File: config.mk
export PLATFORM = sky130hd
export DESIGN_NAME = tdc_meas_ctrl
export DESIGN_NICKNAME = d
export VERILOG_FILES = /design/src/rtl/tdc_meas_ctrl.sv
export SDC_FILE = /design/constraint.sdc
export NUM_CORES = 1
export LEC_CHECK = 0
export ABC_AREA = 1
export CORE_MARGIN = 5
export CORE_UTILIZATION = 41
export CTS_CLUSTER_DIAMETER = 60
export DETAILED_ROUTE_END_ITERATION = 16
export DONT_BUFFER_PORTS = 1
export SYNTH_ARGS = -nofsm -noshare
export SYNTH_HDL_FRONTEND = slang
export SYNTH_SLANG_ARGS = --single-unit
File: constraint.sdc
create_clock -name clk -period 1.45 [get_ports clk]
set_input_delay 0.29 -clock clk [delete_from_list [all_inputs] [get_ports clk]]
set_output_delay 0.29 -clock clk [all_outputs]
set_load 0.005 [all_outputs]
File: src/rtl/tdc_meas_ctrl.sv
// TDC measurement sequencer: arms the delay line, counts coarse cycles to the hit,
// samples the settled fine code and hands out one {coarse, fine} timestamp via valid/ready.
module tdc_meas_ctrl #(
  parameter int COARSE_W = 16,
  parameter int SETTLE   = 2,
  parameter int TIMEOUT  = 1000
) (
  input  logic                clk,
  input  logic                rst,
  input  logic                start,
  input  logic                hit,
  input  logic [7:0]          fine,
  output logic                arm,
  output logic                busy,
  output logic                ts_valid,
  input  logic                ts_ready,
  output logic [COARSE_W-1:0] ts_coarse,
  output logic [7:0]          ts_fine,
  output logic                ts_timeout,
  output logic                start_drop
);

  typedef enum logic [1:0] {
    ST_IDLE,
    ST_ARMED,
    ST_SETTLE,
    ST_OUT
  } state_t;

  localparam logic [COARSE_W-1:0] COARSE_LAST = COARSE_W'(TIMEOUT - 1);
  localparam logic [COARSE_W-1:0] COARSE_ONE  = COARSE_W'(1);
  localparam logic [3:0]          SETTLE_LAST = 4'(SETTLE - 1);

  state_t                state_reg, state_next;
  logic [COARSE_W-1:0]   coarse_reg, coarse_next;
  logic [3:0]            settle_reg, settle_next;
  logic [COARSE_W-1:0]   ts_coarse_reg, ts_coarse_next;
  logic [7:0]            ts_fine_reg, ts_fine_next;
  logic                  ts_timeout_reg, ts_timeout_next;
  logic                  arm_reg, busy_reg, ts_valid_reg, start_drop_reg;

  always_comb begin
    state_next      = state_reg;
    coarse_next     = coarse_reg;
    settle_next     = settle_reg;
    ts_coarse_next  = ts_coarse_reg;
    ts_fine_next    = ts_fine_reg;
    ts_timeout_next = ts_timeout_reg;
    case (state_reg)
      ST_IDLE: begin
        if (start) begin
          state_next  = ST_ARMED;
          coarse_next = '0;
        end
      end
      ST_ARMED: begin
        // A hit on the last armed cycle still counts as a normal capture.
        if (hit) begin
          state_next     = ST_SETTLE;
          ts_coarse_next = coarse_reg;
          settle_next    = '0;
        end else if (coarse_reg == COARSE_LAST) begin
          state_next      = ST_OUT;
          ts_coarse_next  = coarse_reg;
          ts_fine_next    = '0;
          ts_timeout_next = 1'b1;
        end else begin
          coarse_next = coarse_reg + COARSE_ONE;
        end
      end
      ST_SETTLE: begin
        settle_next = settle_reg + 4'd1;
        if (settle_reg == SETTLE_LAST) begin
          state_next      = ST_OUT;
          ts_fine_next    = fine;
          ts_timeout_next = 1'b0;
        end
      end
      ST_OUT: begin
        if (ts_ready) state_next = ST_IDLE;
      end
      default: state_next = ST_IDLE;
    endcase
  end

  // Status outputs are registered from the next state so they align with it exactly.
  always_ff @(posedge clk) begin
    if (rst) begin
      state_reg      <= ST_IDLE;
      coarse_reg     <= '0;
      settle_reg     <= '0;
      ts_coarse_reg  <= '0;
      ts_fine_reg    <= '0;
      ts_timeout_reg <= 1'b0;
      arm_reg        <= 1'b0;
      busy_reg       <= 1'b0;
      ts_valid_reg   <= 1'b0;
      start_drop_reg <= 1'b0;
    end else begin
      state_reg      <= state_next;
      coarse_reg     <= coarse_next;
      settle_reg     <= settle_next;
      ts_coarse_reg  <= ts_coarse_next;
      ts_fine_reg    <= ts_fine_next;
      ts_timeout_reg <= ts_timeout_next;
      arm_reg        <= (state_next == ST_ARMED);
      busy_reg       <= (state_next != ST_IDLE);
      ts_valid_reg   <= (state_next == ST_OUT);
      start_drop_reg <= start && (state_reg != ST_IDLE);
    end
  end

  assign arm        = arm_reg;
  assign busy       = busy_reg;
  assign ts_valid   = ts_valid_reg;
  assign ts_coarse  = ts_coarse_reg;
  assign ts_fine    = ts_fine_reg;
  assign ts_timeout = ts_timeout_reg;
  assign start_drop = start_drop_reg;

endmodule

==> reports/results.ini, run 1 <==
[clock_network]
htree_levels=2
cts_tree=built
cts-root-buf=clkbuf_8
hold_buffers=0
cts.sinks=51
clkTransAtPathRegs_ps=90
clk_path_buf_depth=2
cts_made_buffers=5
clk_latency_ps=300

[power_and_ir_drop]
ir_drop_uv=521
p_int_uw=2230
seqPwrFrac_pct=50.4
cellPowerDensity_mw_per_mm2=922
p_leak_uw=0.00129
power.switching_uw=704
comb_power_share_pct=13.2
clkPwrFrac_pct=36.4
p_sw_share_pct=24.0

[yosys]
synth-edff-count=0
synth_cell_types=32
yosysSeqAreaShare_pct=41.8
async_flop_share_pct=0
syn_avg_cell_area_sq_um=7.44
syn-num-nets=344
netlist_area_sq_mm=0.00244
syn_inst=328
ys_seq_elements=51
synth-warning-count=0
ys.flop_type=dfxtp_1

[drt]
wl_per_cell_microns=13.4
ant_nets=0
drcViolationCount=0
via_per_inst=4.97
drt-total-wl_microns=5920
first_pass_iters=4
via_count=2187
drtIter0Drc=75

[cells_and_area]
diodes=0
final.fill_count=534
syn_to_final_growth_pct=30.3
drive_gt1_share_pct=32.9
layoutNonFillerInstCount=440
num-nets-final=380

[floorplanning]
row_count=28
initial_core_util_pct=41.7
coreArea_sq_mm=0.00585
die_w_microns=87.2
ios=42
fp.dieH_microns=87.2
fp.dieArea_sq_mm=0.00760

[critical_path]
slowest_delay_ps=360
end_kind=flop
crit_family=simple AND/OR/NAND/NOR gates
worstSetupStartpointType=flop
worstPathRequired_ps=1640
cp.arrival_ps=1660
cp_max_fo=6
crit_top_cell=nand2_4
cpMaxStageDelayCell=dfxtp_4
path_buf_inv=2
path_cells=ha_4, nand2_4, clkinv_4, nand2_4, nor2_8, nand3_4, nand2_8, clkbuf_16, nor3_1, nor2_1
critPathKind=flop to flop

[timing]
rsz0062_at_grt=yes
slew_viol_final=0
fin_worst_skew_ps=7.38
setup_viol=2
setup_tns_ps=-13.8
period_share_pct=101
fmax_ghz=0.683
tightest_slew_ps=355
hold_violations=0
worst_slack_ps=-13.5
finalCriticalPeriod_ps=1460
hold_ws_ps=37.6
slew_headroom_pct=76.3

[placed_design]
pre_cts_ws_ps=-29.2
port_buffers=0
dpl.hpwl_microns=4290
gp_congestion=0.821
dp_cells=426

[outcome]
violations=negative setup slack
status=complete, but fails checks

[global_routing]
grt_pass1_vias=2039
antenna_found_initial=0
grt_max_degree=23
grt_overflow=0
track_usage_pct=15.9
grt_pass1_wl_microns=9600

[job]
cap_viol_max_count=0

[worst_hold_path]
hp-class=input port to flop

[routing by layer]
metal	vias up	share of wire [%]	track usage, %
met5	-	0	0
met1	1002	45	21.0
met3	7	5.4	4.26
met2	44	48	25.7
li1	1134	-	-
met4	0	1.2	4.04
[power by group through the flow]
stage / Clock, uW / Combinational, uW / Sequential [uW]
2_1_floorplan: 0 / 208 / 1510
3_3_place_gp: 0 / 288 / 1510
3_5_place_dp: 0 / 290 / 1510
4_1_cts: 1110 / 294 / 1480
5_1_grt: 1180 / 427 / 1490
6_report: 1070 / 386 / 1480
[cell usage after synthesis, types with 2 or more instances]
| library cell | instances | area share, % |
|---|---|---|
| a21oi_1 | 26 | 5.3 |
| buf_2 | 2 | 0.41 |
| buf_6 | 2 | 0.92 |
| clkbuf_1 | 4 | 0.61 |
| dfxtp_1 | 51 | 42 |
| ha_1 | 3 | 1.5 |
| inv_1 | 29 | 4.5 |
| inv_2 | 3 | 0.46 |
| inv_4 | 2 | 0.51 |
| nand2_1 | 74 | 11 |
| nand2_2 | 4 | 1.0 |
| nand2_4 | 5 | 2.3 |
| nand3_1 | 23 | 4.7 |
| nand3_2 | 6 | 2.5 |
| nand3_4 | 2 | 1.4 |
| nand3b_1 | 2 | 0.61 |
| nand4_1 | 8 | 2.1 |
| nor2_1 | 42 | 6.5 |
| nor2_2 | 6 | 1.5 |
| nor2_8 | 2 | 1.6 |
| nor3_1 | 5 | 1.0 |
| o21ai_0 | 11 | 2.3 |
| o21ai_1 | 5 | 1.0 |
| xor2_1 | 3 | 1.1 |
[cell families after synthesis]
kind of cell	count (synthesis)	share of synthesized area, %
AOI/OAI and AO/OA	46	9.89
adders and majority gates	3	1.54
buffers and inverters	45	8.56
and+or+nand+nor	180	37.1
xor gates and xnor gates	3	1.08
DFF	51	41.8
[path summary, 6_finish.rpt]
check        slack, ps       endpoint           from  depth (start not counted)
max                -10  coarse_reg[3]  coarse_reg[1]                         10
min                 40  coarse_reg[1]            rst                          1
max reg2reg        -10  coarse_reg[3]  coarse_reg[1]                         10
min reg2reg        470  settle_reg[3]  settle_reg[3]                          2
[layout make-up]
| cell class | count | area, sq um | share of cell area, % |
|---|---|---|---|
| Clock buffer | 7 | 97.6 | 3.07 |
| Tap cell | 75 | 93.8 | 2.95 |
| Timing Repair Buffer | 38 | 378 | 11.9 |
| Clock inverter | 1 | 30.0 | 0.944 |
| Sequential cell | 51 | 1030 | 32.4 |
| Inverter | 36 | 150 | 4.72 |
| Multi-Input combinational cell | 232 | 1400 | 44.1 |
[per-stage QoR]
stage	total power, uW	instance area (sq um)	util (%)
finish	2930	3180	54.4
CTS	2880	2910	49.7
global placement	1800	2780	47.4
floorplan	1710	2470	-
global route	3090	3180	54.4
detailed placement	1800	2780	47.4
[cells in the final DEF, fill, tap and decap left out, drive strengths merged]
| master | instances |
|---|---|
| buf | 36 |
| nand3 | 31 |
| clkinv | 2 |
| nor3 | 5 |
| bufinv | 1 |
| xor2 | 3 |
| o21ai | 17 |
| a211oi | 1 |
| o22ai | 1 |
| a21oi | 27 |
| nand2 | 83 |
| dfxtp | 51 |
| ha | 3 |
| inv | 34 |
| nor2 | 51 |
| clkbuf | 9 |
| nand4 | 8 |
| nand3b | 2 |
[what timing repair did]
| action | in CTS | in global routing |
|---|---|---|
| resized for setup | 4 | 52 |
| pin swaps | 1 | 18 |
| gates cloned | 0 | 3 |
| setup buffers | 0 | 3 |
| endpoints found under the setup margin | 8 | 42 |
Power figures use the tool's default switching activity.
==> run 2, diff against run 1 <==
Settings changed: CORE_UTILIZATION 41 to 25.
==> reports/results.ini, run 2 (synthesis gave the netlist of run 1 again) <==
[critical_path]
end_kind=flop  ; unchanged
r2r_slack_ps=-0.6  ; was -10 ps
critPathKind=flop to flop  ; unchanged
path_cells=ha_4, nand2_4, clkinv_4, nand2_4, nor2_8, nand3_4, buf_6, nand2_4, nor2_2, nor2_1, nor2_1  ; was ha_4, nand2_4, clkinv_4, nand2_4, nor2_8, nand3_4, nand2_8, clkbuf_16, nor3_1, nor2_1
slowest_delay_ps=380  ; was 360 ps
crit_top_cell=nand2_4  ; unchanged
reg2reg_depth=11  ; was 10
cp_max_fo=5  ; was 6
worstSetupStartpointType=flop  ; unchanged
worstPathRequired_ps=1650  ; was 1640 ps
cpMaxStageDelayCell=dfxtp_4  ; unchanged
cp.arrival_ps=1650  ; was 1660 ps

[worst_hold_path]
hold_depth=1  ; unchanged
hp-class=input port to flop  ; unchanged

[timing]
setup_viol=1  ; was 2
slew_headroom_pct=78.5  ; was 76.3%
rsz0062_at_grt=yes  ; unchanged
hold_ws_ps=27.3  ; was 37.6 ps
fmax_ghz=0.689  ; was 0.683 GHz
slew_viol_final=0  ; unchanged
worst_slack_ps=-0.637  ; was -13.5 ps
tightest_slew_ps=322  ; was 355 ps
finalCriticalPeriod_ps=1450  ; was 1460 ps
hold_violations=0  ; unchanged
period_share_pct=100  ; was 101%
fin_worst_skew_ps=11.9  ; was 7.38 ps

[clock_network]
htree_levels=2  ; unchanged
cts_made_buffers=5  ; unchanged
cts-root-buf=clkbuf_8  ; unchanged
clk_latency_ps=310  ; was 300 ps
cts.sinks=51  ; unchanged
clk_path_buf_depth=2  ; unchanged
clkTransAtPathRegs_ps=100  ; was 90 ps
hold_buffers=0  ; unchanged
cts_tree=built  ; unchanged

[floorplanning]
initial_core_util_pct=25.3  ; was 41.7%
ios=42  ; unchanged
coreArea_sq_mm=0.00964  ; was 0.00585 sq mm
die_w_microns=109  ; was 87.2 microns
fp.dieH_microns=109  ; was 87.2 microns
row_count=36  ; was 28
fp.dieArea_sq_mm=0.0118  ; was 0.00760 sq mm

[drt]
ant_nets=0  ; unchanged
drt-total-wl_microns=6400  ; was 5920 microns
drcViolationCount=0  ; unchanged
wl_per_cell_microns=13.0  ; was 13.4 microns
via_count=2189  ; was 2187
first_pass_iters=4  ; unchanged
via_per_inst=4.43  ; was 4.97
drtIter0Drc=131  ; was 75

[global_routing]
track_usage_pct=10.7  ; was 15.9%
met2_usage_pct=17.0  ; was 25.7%
antenna_found_initial=0  ; unchanged
top_usage_layer=met2  ; unchanged
use_met3_pct=3.79  ; was 4.26%
grt_pass1_vias=2054  ; was 2039
grt_overflow=0  ; unchanged
use_met1_pct=14.0  ; was 21.0%
grt_pass1_wl_microns=9950  ; was 9600 microns
grt_max_degree=28  ; was 23

[cells_and_area]
syn_to_final_growth_pct=25.4  ; was 30.3%
mostFrequentLayoutCell=nand2_1  ; unchanged
final.fill_count=1054  ; was 534
drive_gt1_share_pct=28.3  ; was 32.9%
final_cell_mix=nand2_1 (71), dfxtp_1 (45), nor2_1 (33)  ; was nand2_1 (66), dfxtp_1 (46), nor2_1 (37)
num-nets-final=376  ; was 380
diodes=0  ; unchanged

[placed_design]
port_buffers=0  ; unchanged
gp_congestion=0.866  ; was 0.821
dpl.hpwl_microns=4660  ; was 4290 microns
pre_cts_ws_ps=-65.1  ; was -29.2 ps

[power_and_ir_drop]
cellPowerDensity_mw_per_mm2=862  ; was 922 mW/mm^2
ir_drop_uv=363  ; was 521 uV
p_leak_uw=0.00120  ; was 0.00129 uW

[outcome]
status=complete, but fails checks  ; unchanged
violations=negative setup slack  ; unchanged

[job]
cap_viol_max_count=0  ; unchanged

run 2: cell types whose count changed in the layout (fill, tap and decap cells not counted), moves of 2 or more:
cell | before | now
nor2_4 | 2 | 7
nand2_2 | 7 | 5
nor2_1 | 37 | 33
clkbuf_16 | 3 | 0
o21ai_2 | 4 | 2
buf_12 | 4 | 0
a21oi_2 | 17 | 4
buf_6 | 0 | 3
o21ai_0 | 4 | 6
a21oi_1 | 9 | 23
buf_4 | 31 | 29
nand2_1 | 66 | 71
run 2: cell type report:
cell class                      instances  area [sq um]  area share (%)
Multi-Input combinational cell        234          1370            44.8
Timing Repair Buffer                   32           251            8.22
Clock inverter                          1          5.00           0.164
Inverter                               36           150            4.91
Tap cell                              133           166            5.44
Clock buffer                            7          86.3            2.82
Sequential cell                        51          1030            33.7
run 2: path summary, 6_finish.rpt:
kind | endpoint | from
setup / recovery | coarse_reg[14] | coarse_reg[1]
hold / removal | coarse_reg[1] | rst
setup reg to reg | coarse_reg[14] | coarse_reg[1]
hold reg to reg | settle_reg[3] | settle_reg[3]
run 2: metrics by stage:
step | TNS, ps | utilization, % | power (uW) | area, sq um | cells
after floorplan | -0.721 | - | 1710 | 2470 | 328
after global placement | -131 | 28.9 | 1770 | 2790 | 481
after detailed placement | -466 | 28.9 | 1770 | 2790 | 481
after CTS | 0 | 30.5 | 2650 | 2940 | 492
after global routing | -1220 | 31.7 | 2770 | 3060 | 494
final | -0.637 | 31.7 | 2640 | 3060 | 494
run 2: worst max-delay path: cells and delay by family, from the launching register on:
kind / cells / cell delay, ps
DFF: 1 / 380
and+or+nand+nor: 8 / 640
adders and majority gates: 1 / 140
buffers and inverters: 2 / 190
run 2: where the power goes:
group          internal [uW]  leakage, uW  switching, uW
registers               1440     0.000416           37.0
logic                    108     0.000733            207
clock network            386    0.0000482            457
total                   1940      0.00120            701
run 2: what timing repair did:
item	in CTS	in global routing
gates resized for setup	10	33
endpoints found under the hold margin	0	0
gates cloned	1	1
pin swaps	3	9
setup buffers	2	1
setup endpoints to repair	26	41
run 2: layer usage:
| layer | routed length [microns] | vias up |
|---|---|---|
| met4 | 87 | 0 |
| met2 | 2900 | 52 |
| met3 | 460 | 9 |
| met5 | 0 | - |
| li1 | - | 1127 |
| met1 | 2960 | 1001 |
==> run 3, diff against run 2 <==
Settings changed: HOLD_SLACK_MARGIN set to 0.12.
==> reports/results.ini, run 3 (synthesis gave the netlist of run 1 again) <==
[clock_network]
clk_path_buf_depth=2  ; unchanged
cts.sinks=51  ; unchanged
cts_made_buffers=5  ; unchanged
htree_levels=2  ; unchanged
cts-root-buf=clkbuf_8  ; unchanged
cts_tree=built  ; unchanged
clkTransAtPathRegs_ps=100  ; about the same
hold_buffers=9  ; was 0
clk_latency_ps=310  ; about the same

[power_and_ir_drop]
cellPowerDensity_mw_per_mm2=839  ; was 862 mW/mm^2
ir_drop_uv=367  ; was 363 uV
p_leak_uw=0.00123  ; was 0.00120 uW

[job]
cap_viol_max_count=0  ; unchanged

[outcome]
violations=negative setup slack  ; unchanged
status=complete, but fails checks  ; unchanged

[timing]
setup_viol=1  ; unchanged
finalCriticalPeriod_ps=1450  ; about the same
worst_slack_ps=-2.30  ; was -0.637 ps
slew_viol_final=0  ; unchanged
rsz0062_at_grt=yes  ; unchanged
tightest_slew_ps=373  ; was 322 ps
hold_ws_ps=28.8  ; was 27.3 ps
hold_violations=0  ; unchanged
fmax_ghz=0.689  ; about the same
period_share_pct=100  ; about the same
slew_headroom_pct=75.1  ; was 78.5%
fin_worst_skew_ps=13.0  ; was 11.9 ps

[drt]
ant_nets=0  ; unchanged
drcViolationCount=0  ; unchanged
drtIter0Drc=143  ; was 131
first_pass_iters=4  ; unchanged
via_count=2223  ; was 2189
drt-total-wl_microns=6620  ; was 6400 microns
wl_per_cell_microns=13.2  ; was 13.0 microns
via_per_inst=4.42  ; was 4.43

[placed_design]
pre_cts_ws_ps=-65.1  ; unchanged
dpl.hpwl_microns=4660  ; unchanged
place_area_sq_mm=0.00279  ; unchanged
port_buffers=0  ; unchanged
gp_congestion=0.866  ; unchanged

[floorplanning]
ios=42  ; unchanged
fp.dieH_microns=109  ; unchanged
coreArea_sq_mm=0.00964  ; unchanged
row_count=36  ; unchanged
fp.dieArea_sq_mm=0.0118  ; unchanged
die_w_microns=109  ; unchanged
initial_core_util_pct=25.3  ; unchanged

[critical_path]
critPathKind=flop to flop  ; unchanged
worstPathRequired_ps=1650  ; about the same
end_kind=flop  ; unchanged
crit_top_cell=nand2_4  ; unchanged
path_cells=ha_4, nand2_4, clkinv_4, nand2_4, nor2_8, nand3_4, buf_6, nand2_4, nor2_2, nor2_1, nor2_1  ; unchanged
cpMaxStageDelayCell=dfxtp_4  ; unchanged
worstSetupStartpointType=flop  ; unchanged
cp.arrival_ps=1660  ; was 1650 ps
cp_max_fo=5  ; unchanged
slowest_delay_ps=380  ; about the same

[global_routing]
antenna_found_initial=0  ; unchanged
grt_overflow=0  ; unchanged
track_usage_pct=11.0  ; was 10.7%
grt_pass1_wl_microns=10200  ; was 9950 microns
grt_pass1_vias=2141  ; was 2054
grt_max_degree=28  ; unchanged

[cells_and_area]
multiInputGateArea_sq_mm=0.00138  ; was 0.00137 sq mm
post-route-cell-area_sq_mm=0.00316  ; was 0.00306 sq mm
final.fill_count=1035  ; was 1054
drive_gt1_share_pct=28.1  ; was 28.3%
mostFrequentLayoutCell=nand2_1  ; unchanged
num-nets-final=385  ; was 376
syn_to_final_growth_pct=29.5  ; was 25.4%
final_cell_mix=nand2_1 (71), dfxtp_1 (45), nor2_1 (32)  ; was nand2_1 (71), dfxtp_1 (45), nor2_1 (33)
seqCellArea_sq_mm=0.00103  ; unchanged
diodes=0  ; unchanged
fin_util_pct=32.8  ; was 31.7%

[worst_hold_path]
hp-class=input port to flop  ; unchanged

## run 3: cell count changes in the layout (fill, tap and decap cells not counted)
cell,before,now
o21ai_4,1,0
nor2_1,33,32
nor2_4,7,6
o21ai_0,6,9
o21ai_1,8,6
dlygate4sd3_1,0,9
nand3_4,2,3
xor2_1,3,2
xor2_2,0,1
nand3_1,22,21
buf_6,3,4
buf_4,29,28
nor2_2,9,11
## run 3: area by class of cell
class                           instances  share of cell area (%)
Sequential cell                        51                    32.6
Multi-Input combinational cell        234                    43.5
Clock inverter                          1                   0.158
Tap cell                              133                    5.27
Inverter                               36                    4.75
Clock buffer                            7                    2.73
Timing Repair Buffer                   41                    10.9
## run 3: metrics by stage
| stage | cells | TNS, ps | total power, uW |
|---|---|---|---|
| detailed placement | 481 | -466 | 1770 |
| finish | 503 | -2.30 | 2650 |
| floorplan | 328 | -0.721 | 1710 |
| CTS | 501 | 0 | 2670 |
| global route | 503 | -1500 | 2790 |
| global placement | 481 | -131 | 1770 |
## run 3: routing by layer
metal  GRT usage (%)  vias up  wire, microns
met5               0        -              0
met4            2.34        0             24
met3            3.85        2            464
met2            17.7       41           3140
met1            14.1     1036           2990
li1                -     1144              -
## run 3: repair_timing
item                       in CTS  in global routing
gates cloned                    1                  1
pin swaps                       3                  9
resized for setup              10                 32
setup buffers                   2                  1
setup endpoints to repair      26                 41
hold endpoints to repair       26                 17
## run 3: worst paths after layout
check,startpoint,to,slack [ps],depth (start not counted)
worst min-delay path,rst,coarse_reg[1],30,1
worst min register to register,settle_reg[3],settle_reg[3],480,2
worst max-delay path,coarse_reg[1],coarse_reg[14],-2,11
worst max register to register,coarse_reg[1],coarse_reg[14],-2,11
## run 3: worst max-delay path: cells and delay by family, from the launching register on
| family | cells | cell delay (ps) |
|---|---|---|
| buffers and inverters | 2 | 200 |
| DFF | 1 | 380 |
| and+or+nand+nor | 8 | 620 |
| adders and majority gates | 1 | 140 |
## run 3: where the power goes
group	internal, uW	switching (uW)	total (uW)	leakage, uW
clock network	386	458	844	0.0000482
registers	1440	36.3	1480	0.000416
logic	121	208	329	0.000770
